### src/rtl/exc_pkg.sv
// Shared types and constants for the exception-entry sequencer.
package exc_pkg;

  localparam int unsigned IP_W   = 8;
  localparam int unsigned EXC_W  = 5;
  localparam int unsigned ADDR_W = 32;

  typedef enum logic [2:0] {
    IDLE,
    REQ,
    SAVE,
    JUMP,
    SERVICE
  } state_e;

  localparam logic [EXC_W-1:0] EXC_INT  = 5'd0;
  localparam logic [EXC_W-1:0] EXC_TRAP = 5'd13;
  localparam logic [EXC_W-1:0] EXC_NONE = 5'd10;

  localparam logic [ADDR_W-1:0] VEC_GEN_DFLT = 32'h0000_0180;
  localparam logic [ADDR_W-1:0] VEC_INT_DFLT = 32'h0000_0200;

endpackage

### src/rtl/prio_enc8.sv
// 8-input fixed-priority encoder: the highest-index request wins.
module prio_enc8 (
  input  logic [7:0] req,
  output logic [7:0] gnt,
  output logic       valid
);

  // Scan upward so the last (highest) set bit overwrites earlier winners.
  always_comb begin
    gnt   = '0;
    valid = |req;
    for (int i = 0; i < 8; i++) begin
      if (req[i]) begin
        gnt    = '0;
        gnt[i] = 1'b1;
      end
    end
  end

endmodule

### src/rtl/exc_sequencer.sv
// Exception-entry sequencer: latches traps/IRQs, handshakes with the CU,
// drives the EPC/Cause update and handler jump, and tracks EXL until ERET.
module exc_sequencer
  import exc_pkg::*;
#(
  parameter int unsigned       N_IRQ   = 6,
  parameter logic [ADDR_W-1:0] VEC_GEN = VEC_GEN_DFLT,
  parameter logic [ADDR_W-1:0] VEC_INT = VEC_INT_DFLT
) (
  input  logic              clk,
  input  logic              rst,
  input  logic [N_IRQ-1:0]  irq,
  input  logic              trap,
  input  logic [N_IRQ-1:0]  im,
  input  logic              ie,
  input  logic              iv,
  input  logic [ADDR_W-1:0] pcp4,
  input  logic              cu_ack,
  input  logic              eret,
  output logic              cu_req,
  output logic              epc_we,
  output logic [ADDR_W-1:0] epc_wd,
  output logic [EXC_W-1:0]  cause_exc,
  output logic [IP_W-1:0]   cause_ip,
  output logic              pc_load,
  output logic [ADDR_W-1:0] pc_vec,
  output logic              exl
);

  state_e              state_q, state_d;
  logic [IP_W-1:0]     ip_q, ip_d;
  logic [IP_W-1:0]     win_q, win_d;
  logic [ADDR_W-1:0]   epc_wd_q, epc_wd_d;
  logic [EXC_W-1:0]    cause_exc_q, cause_exc_d;
  logic [ADDR_W-1:0]   pc_vec_q, pc_vec_d;
  logic                cu_req_q, cu_req_d;
  logic                epc_we_q, epc_we_d;
  logic                pc_load_q, pc_load_d;
  logic                exl_q, exl_d;

  logic [N_IRQ-1:0]    irq_m;
  logic [IP_W-1:0]     ip_set;
  logic [IP_W-1:0]     ip_clr;
  logic [IP_W-1:0]     enc_req;
  logic [IP_W-1:0]     enc_gnt;
  logic                enc_valid;
  logic [IP_W-1:0]     gnt_ip;

  // Encoder favours the top bit; rotate so trap (ip[0]) sits above irq5..irq0.
  assign enc_req = {ip_q[0], ip_q[7:1]};
  assign gnt_ip  = {enc_gnt[6:0], enc_gnt[7]};

  prio_enc8 u_prio (
    .req   (enc_req),
    .gnt   (enc_gnt),
    .valid (enc_valid)
  );

  // Next-state, pending-bit and output-register computation.
  always_comb begin
    state_d     = state_q;
    win_d       = win_q;
    epc_wd_d    = epc_wd_q;
    cause_exc_d = cause_exc_q;
    pc_vec_d    = pc_vec_q;
    ip_clr      = '0;

    irq_m  = irq & im & {N_IRQ{ie}};
    ip_set = {6'(irq_m) & {6{~exl_q}}, 1'b0, trap};

    case (state_q)
      IDLE: begin
        if (ip_q != '0) state_d = REQ;
      end
      REQ: begin
        if (cu_ack && enc_valid) begin
          epc_wd_d    = pcp4;
          win_d       = gnt_ip;
          cause_exc_d = gnt_ip[0] ? EXC_TRAP : EXC_INT;
          state_d     = SAVE;
        end
      end
      SAVE: begin
        pc_vec_d = (!win_q[0] && iv) ? VEC_INT : VEC_GEN;
        state_d  = JUMP;
      end
      JUMP: begin
        state_d = SERVICE;
      end
      SERVICE: begin
        if (eret) begin
          ip_clr  = win_q;
          state_d = IDLE;
        end
      end
      default: begin
        state_d = IDLE;
      end
    endcase

    // A trap arriving with ERET must survive the clear of the serviced bit.
    ip_d = (ip_q & ~ip_clr) | ip_set;

    if (state_d == IDLE) cause_exc_d = EXC_NONE;

    cu_req_d  = (state_d == REQ);
    epc_we_d  = (state_d == SAVE);
    pc_load_d = (state_d == JUMP);
    exl_d     = (state_d == SERVICE);
  end

  // State and output registers with synchronous active-low reset.
  always_ff @(posedge clk) begin
    if (!rst) begin
      state_q     <= IDLE;
      ip_q        <= '0;
      win_q       <= '0;
      epc_wd_q    <= '0;
      cause_exc_q <= EXC_NONE;
      pc_vec_q    <= '0;
      cu_req_q    <= 1'b0;
      epc_we_q    <= 1'b0;
      pc_load_q   <= 1'b0;
      exl_q       <= 1'b0;
    end else begin
      state_q     <= state_d;
      ip_q        <= ip_d;
      win_q       <= win_d;
      epc_wd_q    <= epc_wd_d;
      cause_exc_q <= cause_exc_d;
      pc_vec_q    <= pc_vec_d;
      cu_req_q    <= cu_req_d;
      epc_we_q    <= epc_we_d;
      pc_load_q   <= pc_load_d;
      exl_q       <= exl_d;
    end
  end

  assign cu_req    = cu_req_q;
  assign epc_we    = epc_we_q;
  assign epc_wd    = epc_wd_q;
  assign cause_exc = cause_exc_q;
  assign cause_ip  = ip_q;
  assign pc_load   = pc_load_q;
  assign pc_vec    = pc_vec_q;
  assign exl       = exl_q;

endmodule
### config.mk
export PLATFORM = sky130hd
export DESIGN_NAME = exc_sequencer
export DESIGN_NICKNAME = d
export VERILOG_FILES = /design/src/rtl/exc_pkg.sv /design/src/rtl/prio_enc8.sv /design/src/rtl/exc_sequencer.sv
export SDC_FILE = /design/constraint.sdc
export NUM_CORES = 1
export LEC_CHECK = 0
export CORE_ASPECT_RATIO = 0.7
export CORE_MARGIN = 2
export CORE_UTILIZATION = 43
export DETAILED_ROUTE_END_ITERATION = 8
export HOLD_SLACK_MARGIN = 0.15
export PLACE_DENSITY = 0.85
export SETUP_SLACK_MARGIN = 0.4
export SLEW_MARGIN = 20
export SYNTH_ARGS = -nofsm -noshare
export SYNTH_HDL_FRONTEND = slang
export SYNTH_HIERARCHICAL = 1
export SYNTH_SLANG_ARGS = --single-unit
### constraint.sdc
create_clock -name clk -period 3.4 [get_ports clk]
set_clock_uncertainty 0.1 [all_clocks]
set_input_delay 0.51 -clock clk [delete_from_list [all_inputs] [get_ports clk]]
set_output_delay 0.51 -clock clk [all_outputs]
set_load 0.05 [all_outputs]
==> reports/qor.json, run 1 <==
{
  "power.leakage": {"value": 1.38, "unit": "nW"},
  "fmax": {"value": 380, "unit": "MHz"},
  "area_of_the_die": {"value": 0.00680, "unit": "sq mm"},
  "area_delta_synth_final": {"value": 40.2, "unit": "%"},
  "maxCapViolations": {"value": 0},
  "cts_sinks": {"value": 60},
  "min-delay-start": {"value": "win_q[1]"},
  "worst-slew-pin-transition": {"value": 0.772, "unit": "ns"},
  "worst-setup-path-type": {"value": "flop to flop"},
  "timing.max_slew.rel_slack": {"value": 48.5, "unit": "%"},
  "grt_pass1_wl": {"value": 10200, "unit": "microns"},
  "cts_hold_buf": {"value": 0},
  "worst_setup_path_startpoint": {"value": "cause_ip[7]"},
  "layout_common_cells": {"value": "clkdlybuf4s50_1 (101), nand2_1 (92), dfxtp_1 (60)"},
  "cpMaxStageDelayCell": {"value": "or2_1"},
  "core_area": {"value": 0.00584, "unit": "sq mm"},
  "finalHoldViolations": {"value": 0},
  "ys_warn_count": {"value": 6},
  "timing_max_transition_violations_final": {"value": 0},
  "crit_family": {"value": "simple AND/OR/NAND/NOR gates"},
  "cts_made_buffers": {"value": 9},
  "start_util": {"value": 45.2, "unit": "%"},
  "synth-main-ff-cell": {"value": "dfxtp_1"},
  "via_count_of_the_first_global_routing_pass": {"value": 2162},
  "post-route-min-period": {"value": 2.63, "unit": "ns"},
  "dp_hpwl": {"value": 4630, "unit": "microns"},
  "yosys_reg_bits": {"value": 60},
  "tritoncts": {"value": "done"},
  "mean_post_synth_cell_area": {"value": 8.75, "unit": "sq um"},
  "cp-end-kind": {"value": "flop"},
  "synth_cells": {"value": 302},
  "ant_nets": {"value": 0},
  "stdcell_count": {"value": 474},
  "io-pin-count": {"value": 132},
  "holdWs": {"value": 0.325, "unit": "ns"},
  "fin_ws": {"value": 0.765, "unit": "ns"},
  "r2r_start": {"value": "cause_ip[7]"},
  "initial_antenna_violation_count": {"value": 0},
  "fin_setup_tns": {"value": 0, "unit": "ns"},
  "num_vias": {"value": 2276},
  "floorplan.die.height": {"value": 69.6, "unit": "microns"},
  "cp.required": {"value": 3.55, "unit": "ns"},
  "final_net_count": {"value": 447},
  "run_status": {"value": "finished clean"},
  "cts.clk_slew.worst_paths": {"value": 0.06, "unit": "ns"},
  "startpoint_type": {"value": "flop"},
  "synth_enable_flop_cells": {"value": 0},
  "total_placed_cells_including_tap_cells": {"value": 460},
  "die_width": {"value": 97.7, "unit": "microns"},
  "peakVddDrop": {"value": 0.248, "unit": "mV"},
  "layout_commonest_cell": {"value": "clkdlybuf4s50_1"},
  "num-fill-cells": {"value": 504},
  "buf_inv_stages_crit_path": {"value": 1},
  "power.sequential.fraction": {"value": 44.1, "unit": "%"},
  "power.share.clock": {"value": 29.9, "unit": "%"},
  "crit_path_max_incr_delay": {"value": 0.62, "unit": "ns"},
  "switchingPower": {"value": 582, "unit": "uW"},
  "portBuffers": {"value": 101},
  "netSwitchingFraction": {"value": 33.1, "unit": "%"},
  "gr-usage-all-layers": {"value": 18.9, "unit": "%"},
  "max-clock-path-buffers": {"value": 2},
  "data_arrival_time_of_the_worst_path": {"value": 2.79, "unit": "ns"},
  "antennaDiodeCount": {"value": 0},
  "internal_power": {"value": 1.17, "unit": "mW"},
  "grt_setup_unrepaired": {"value": "false"},
  "floorplan.rows": {"value": 23},
  "drt-vias-per-instance": {"value": 4.80},
  "depth_of_the_cts_h_tree": {"value": 3},
  "initial_drc_count": {"value": 108},
  "wl_per_cell": {"value": 13.2, "unit": "microns"},
  "setup_viol": {"value": 0},
  "critPathMaxFanout": {"value": 24},
  "chain_of_cells_forming_the_critical_path": {"value": "nor4_4 > nand3_1 > nand4b_4 > or2_1 > buf_4 > nand2_1 > a21boi_1"},
  "drt_drc": {"value": 0},
  "grt_overflow_total": {"value": 0},
  "share_of_layout_cells_above_drive_strength_1": {"value": 6.52, "unit": "%"},
  "post_cts.resized_instances": {"value": 0},
  "insertion_delay": {"value": 0.33, "unit": "ns"},
  "p_comb_share": {"value": 26.0, "unit": "%"},
  "synthArstFlopShare": {"value": 0, "unit": "%"},
  "internal_reg_to_reg_setup_slack": {"value": 0.77, "unit": "ns"},
  "sequential_cell_area_fraction_in_the_yosys_report": {"value": 45.5, "unit": "%"},
  "post-place-ws": {"value": 0.714, "unit": "ns"},
  "netlist_area": {"value": 0.00264, "unit": "sq mm"},
  "cts-root-buf": {"value": "clkbuf_8"},
  "largest_net_degree_at_the_start_of_global_routing": {"value": 35},
  "post_cts_buffers": {"value": 0},
  "post-route-period-util": {"value": 77.5, "unit": "%"},
  "pwr_density_cell": {"value": 474, "unit": "mW/mm^2"},
  "postRouteWirelength": {"value": 6250, "unit": "microns"},
  "finalWeightedCongestion": {"value": 0.874},
  "firstDrtPassIters": {"value": 5},
  "hold_class": {"value": "flop to flop"},
  "synth.distinct_cells": {"value": 39}
}
[cells by family after synthesis]
logic type,Yosys count,share of synthesized area (%)
and+or+nand+nor,129,23.6
buffers and inverters,50,12.8
AOI/OAI and AO/OA,62,18.0
other,1,0.142
DFF,60,45.5
[power by group through the flow]
stage          Clock [mW]  Sequential, mW  Combinational [mW]
2_1_floorplan           0           0.897               0.227
3_3_place_gp            0           0.787               0.452
3_5_place_dp            0           0.789               0.456
4_1_cts             0.542           0.774               0.457
5_1_grt             0.572           0.780               0.481
6_report            0.525           0.774               0.456
[through the flow]
stage	power, mW	util, %	cell area, sq um
after floorplan	1.12	-	2750
after global placement	1.24	60.7	3550
after detailed placement	1.24	60.7	3550
after CTS	1.77	63.4	3700
after global routing	1.83	63.4	3700
final	1.75	63.4	3700
[final cells by class]
class                   count  area [sq um]  share of cell area [%]
clock buffers              11           141                    3.82
clock inverters             3          15.0                   0.405
multi-input cells         221          1220                    32.9
flip-flops and latches     60          1200                    32.4
well taps                  75          93.8                    2.53
repair buffers            104          1030                    27.9
[synthesized netlist by cell type (2+ instances only)]
library cell   n  area share (%)
o21ai_0        2            0.38
nand2_1       92              13
nand3_1        2            0.38
a21o_1         2            0.57
nand3b_1       3            0.85
nor2b_1        9             2.1
a32oi_1        6             2.0
dfxtp_1       60              45
nor4_1         2            0.47
buf_2          6             1.1
a21oi_1        4            0.76
clkbuf_1       9             1.3
buf_4         33             9.4
a21boi_0       4             1.1
nor3b_1        2            0.57
a21boi_1      38              11
nor2_1         6            0.85
[flip-flops by register name, indices dropped and copies added (netlist names)]
register and count:
cu_req 1, epc_wd 32, win_q 8, pc_load 1, state_q 3, epc_we 1, exl 1, cause_exc 3
pc_vec 2, cause_ip 8
[worst paths after layout]
kind / endpoint / depth (start not counted)
hold / removal: cause_ip[1] / 1
setup / recovery: win_q[5] / 7
setup reg to reg: win_q[5] / 7
hold reg to reg: cause_ip[1] / 1
[per-layer routing]
metal	GRT usage, %	up-vias	wire (microns)
li1	-	1127	-
met1	23.7	1045	2780
met2	29.6	98	2910
met3	7.76	6	512
met4	6.02	0	53
met5	0	-	0
[worst register-to-register path: stages (launching register included)]
cell and delay, ns:
dfxtp_1 0.39, nor4_4 0.40, nand3_1 0.23, nand4b_4 0.18, or2_1 0.62, buf_4 0.38, nand2_1 0.09, a21boi_1 0.17
No activity file was read; power rests on OpenSTA's default activity.
==> run 2: changes to the inputs <==
CORE_UTILIZATION = 36   (was 43)
PLACE_DENSITY = 0.76   (was 0.85)
clock period = 2.12 ns   (was 3.4 ns; I/O delays follow)
==> reports/qor.json, run 2 (synthesized netlist as in run 1, its figures left out) <==
{
  "tritoncts": {"value": "done"},
  "switchingPower": {"value": 952, "unit": "uW", "change": "+64%"},
  "power.share.clock": {"value": 31.2, "unit": "%", "change": "+1.3 points"},
  "io-pin-count": {"value": 132, "change": "unchanged"},
  "worst-slew-pin-transition": {"value": 0.516, "unit": "ns", "change": "-0.256 ns"},
  "worst_setup_path_startpoint": {"value": "cause_ip[0]"},
  "worst_r2r_path_depth": {"value": 6, "change": "-1"},
  "firstDrtPassIters": {"value": 4, "change": "-1"},
  "fin_setup_tns": {"value": 0, "unit": "ns", "change": "unchanged"},
  "finalHoldViolations": {"value": 0, "change": "unchanged"},
  "total_power": {"value": 2.90, "unit": "mW", "change": "+65%"},
  "largest_register_ff_count": {"value": 32, "change": "unchanged"},
  "grt_overflow_total": {"value": 0, "change": "unchanged"},
  "p_comb_share": {"value": 26.2, "unit": "%", "change": "+0.2 points"},
  "core_area": {"value": 0.00719, "unit": "sq mm", "change": "+23%"},
  "cts.clk_slew.worst_paths": {"value": 0.06, "unit": "ns", "change": "about the same"},
  "die_width": {"value": 106, "unit": "microns", "change": "+8.9%"},
  "drt_drc": {"value": 0, "change": "unchanged"},
  "initial_antenna_violation_count": {"value": 0, "change": "unchanged"},
  "final_net_count": {"value": 459, "change": "+2.7%"},
  "cts_made_buffers": {"value": 9, "change": "unchanged"},
  "initial_drc_count": {"value": 56, "change": "-48%"},
  "cts_sinks": {"value": 60, "change": "unchanged"},
  "cpMaxStageDelayCell": {"value": "dfxtp_4"},
  "ant_nets": {"value": 0, "change": "unchanged"},
  "gr-usage-all-layers": {"value": 17.0, "unit": "%", "change": "-1.9 points"},
  "wl_per_cell": {"value": 13.1, "unit": "microns", "change": "-0.93%"},
  "worst-path-stages": {"value": 6, "change": "-1"},
  "max-clock-path-buffers": {"value": 2, "change": "unchanged"},
  "floorplan.die.height": {"value": 75.7, "unit": "microns", "change": "+8.8%"},
  "timing.max_slew.rel_slack": {"value": 65.7, "unit": "%", "change": "+17 points"},
  "internal_power": {"value": 1.95, "unit": "mW", "change": "+66%"},
  "peakVddDrop": {"value": 0.477, "unit": "mV", "change": "+92%"},
  "crit_family": {"value": "simple AND/OR/NAND/NOR gates"},
  "share_of_layout_cells_above_drive_strength_1": {"value": 13.1, "unit": "%", "change": "+6.6 points"},
  "hold_class": {"value": "flop to flop"},
  "cp.required": {"value": 2.23, "unit": "ns", "change": "-1.32 ns"},
  "timing_max_transition_violations_final": {"value": 0, "change": "unchanged"},
  "grt_pass1_wl": {"value": 10400, "unit": "microns", "change": "+1.3%"},
  "antennaDiodeCount": {"value": 0, "change": "unchanged"},
  "layout_common_cells": {"value": "nand2_1 (90), dfxtp_1 (52), clkdlybuf4s50_1 (50)"},
  "r2r_start": {"value": "cause_ip[0]"},
  "post-route-period-util": {"value": 81.6, "unit": "%", "change": "+4.1 points"},
  "layout_commonest_cell": {"value": "nand2_1"},
  "dp_hpwl": {"value": 4640, "unit": "microns", "change": "+0.11%"},
  "fmax": {"value": 578, "unit": "MHz", "change": "+52%"},
  "num_vias": {"value": 2278, "change": "+0.088%"},
  "pwr_density_cell": {"value": 752, "unit": "mW/mm^2", "change": "+59%"},
  "drt-vias-per-instance": {"value": 4.48, "change": "-6.8%"},
  "maxCapViolations": {"value": 0, "change": "unchanged"},
  "worst-setup-path-type": {"value": "flop to flop"},
  "area_of_the_die": {"value": 0.00805, "unit": "sq mm", "change": "+18%"},
  "portBuffers": {"value": 101, "change": "unchanged"},
  "power.leakage": {"value": 1.68, "unit": "nW", "change": "+22%"},
  "worst_flop_to_flop_path_endpoint": {"value": "cause_exc[3]"},
  "internal_reg_to_reg_setup_slack": {"value": 0.39, "unit": "ns", "change": "-0.38 ns"},
  "floorplan.rows": {"value": 26, "change": "+13%"},
  "buf_inv_stages_crit_path": {"value": 0, "change": "-1"},
  "insertion_delay": {"value": 0.32, "unit": "ns", "change": "about the same"},
  "setup_viol": {"value": 0, "change": "unchanged"},
  "grt_setup_unrepaired": {"value": "true"},
  "cp-end-kind": {"value": "flop"},
  "data_arrival_time_of_the_worst_path": {"value": 1.84, "unit": "ns", "change": "-0.95 ns"},
  "largest_net_degree_at_the_start_of_global_routing": {"value": 37, "change": "+5.7%"},
  "finalWeightedCongestion": {"value": 0.826, "change": "-5.5%"},
  "run_status": {"value": "finished clean"},
  "netSwitchingFraction": {"value": 32.8, "unit": "%", "change": "-0.37 points"},
  "crit_path_max_incr_delay": {"value": 0.36, "unit": "ns", "change": "-0.26 ns"},
  "start_util": {"value": 36.8, "unit": "%", "change": "-8.5 points"},
  "via_count_of_the_first_global_routing_pass": {"value": 2160, "change": "-0.093%"},
  "depth_of_the_cts_h_tree": {"value": 3, "change": "unchanged"},
  "critPathMaxFanout": {"value": 3, "change": "-88%"},
  "critical_path.endpoint": {"value": "cause_exc[3]"},
  "postRouteWirelength": {"value": 6650, "unit": "microns", "change": "+6.4%"},
  "cts-root-buf": {"value": "clkbuf_8"},
  "startpoint_type": {"value": "flop"},
  "chain_of_cells_forming_the_critical_path": {"value": "nor4_4 > nand3_2 > a21o_1 > a21oi_2 > a211oi_4 > nand3b_1"},
  "power.sequential.fraction": {"value": 42.6, "unit": "%", "change": "-1.5 points"},
  "post-route-min-period": {"value": 1.73, "unit": "ns", "change": "-0.904 ns"},
  "area_delta_synth_final": {"value": 46.1, "unit": "%"}
}
[run 2: changes by cell type in the layout (fill, tap and decap cells not counted), sizes merged]
cell           previous run  this run
clkdlybuf4s15             0         3
clkbuf                   11        14
dlygate4sd2               0        46
clkdlybuf4s50           101        50
buf                       3        15
clkinv                    3         2
[run 2: final cells by class]
cell class                 count  area [sq um]
multi-input combinational    221          1250
timing repair buffer         116          1100
fill                         705          3330
tap                           98           123
clock buffer                  12           165
sequential                    60          1220
clock inverter                 2          10.0
[run 2: worst min-delay path by stage]
stage | end | start | slack, ns | depth (start not counted)
6_report | cause_ip[1] | win_q[1] | 0.33 | 1
5_1_grt | cause_ip[1] | win_q[1] | 0.35 | 1
3_3_place_gp | cause_ip[1] | win_q[1] | 0.30 | 1
2_1_floorplan | cause_ip[1] | win_q[1] | 0.30 | 1
4_1_cts | cause_ip[1] | win_q[1] | 0.33 | 1
3_5_place_dp | cause_ip[1] | win_q[1] | 0.32 | 1
[run 2: metal layers]
metal,up-vias,GRT usage [%],wire [microns]
met5,-,0,0
met4,0,5.26,68
met3,4,8.38,569
met2,75,27.7,3040
met1,1048,20.0,2970
li1,1151,-,-
[run 2: metrics by stage]
stage	setup WS [ns]	area [sq um]	instances	hold slack [ns]	utilization, %
2_1_floorplan	0.403	2800	331	0.296	-
3_3_place_gp	0.251	3650	488	0.299	50.7
3_5_place_dp	0.220	3650	488	0.323	50.7
4_1_cts	0.348	3840	508	0.329	53.4
5_1_grt	0.263	3860	509	0.355	53.7
6_report	0.390	3860	509	0.327	53.7
[run 2: power by group through the flow]
stage / Combinational, mW / Sequential [mW] / Clock [mW]
after CTS: 0.750 / 1.24 / 0.946
after floorplan: 0.376 / 1.44 / 0
after global placement: 0.744 / 1.26 / 0
final: 0.760 / 1.24 / 0.907
after global routing: 0.805 / 1.25 / 1.01
after detailed placement: 0.751 / 1.26 / 0
[run 2: worst register-to-register path, cell delays in order, from the launching register on]
cell      delay, ns
dfxtp_4        0.36
nor4_4         0.32
nand3_2        0.17
a21o_1         0.24
a21oi_2        0.18
a211oi_4       0.10
nand3b_1       0.17
[run 2: what timing repair did]
item | CTS | global route
pin swaps | 5 | 4
hold buffers | 0 | 0
cloned | 1 | 0
endpoints found under the setup margin | 94 | 50
resized for setup | 57 | 10
endpoints found under the hold margin | 0 | 0
buffers inserted | 5 | 1
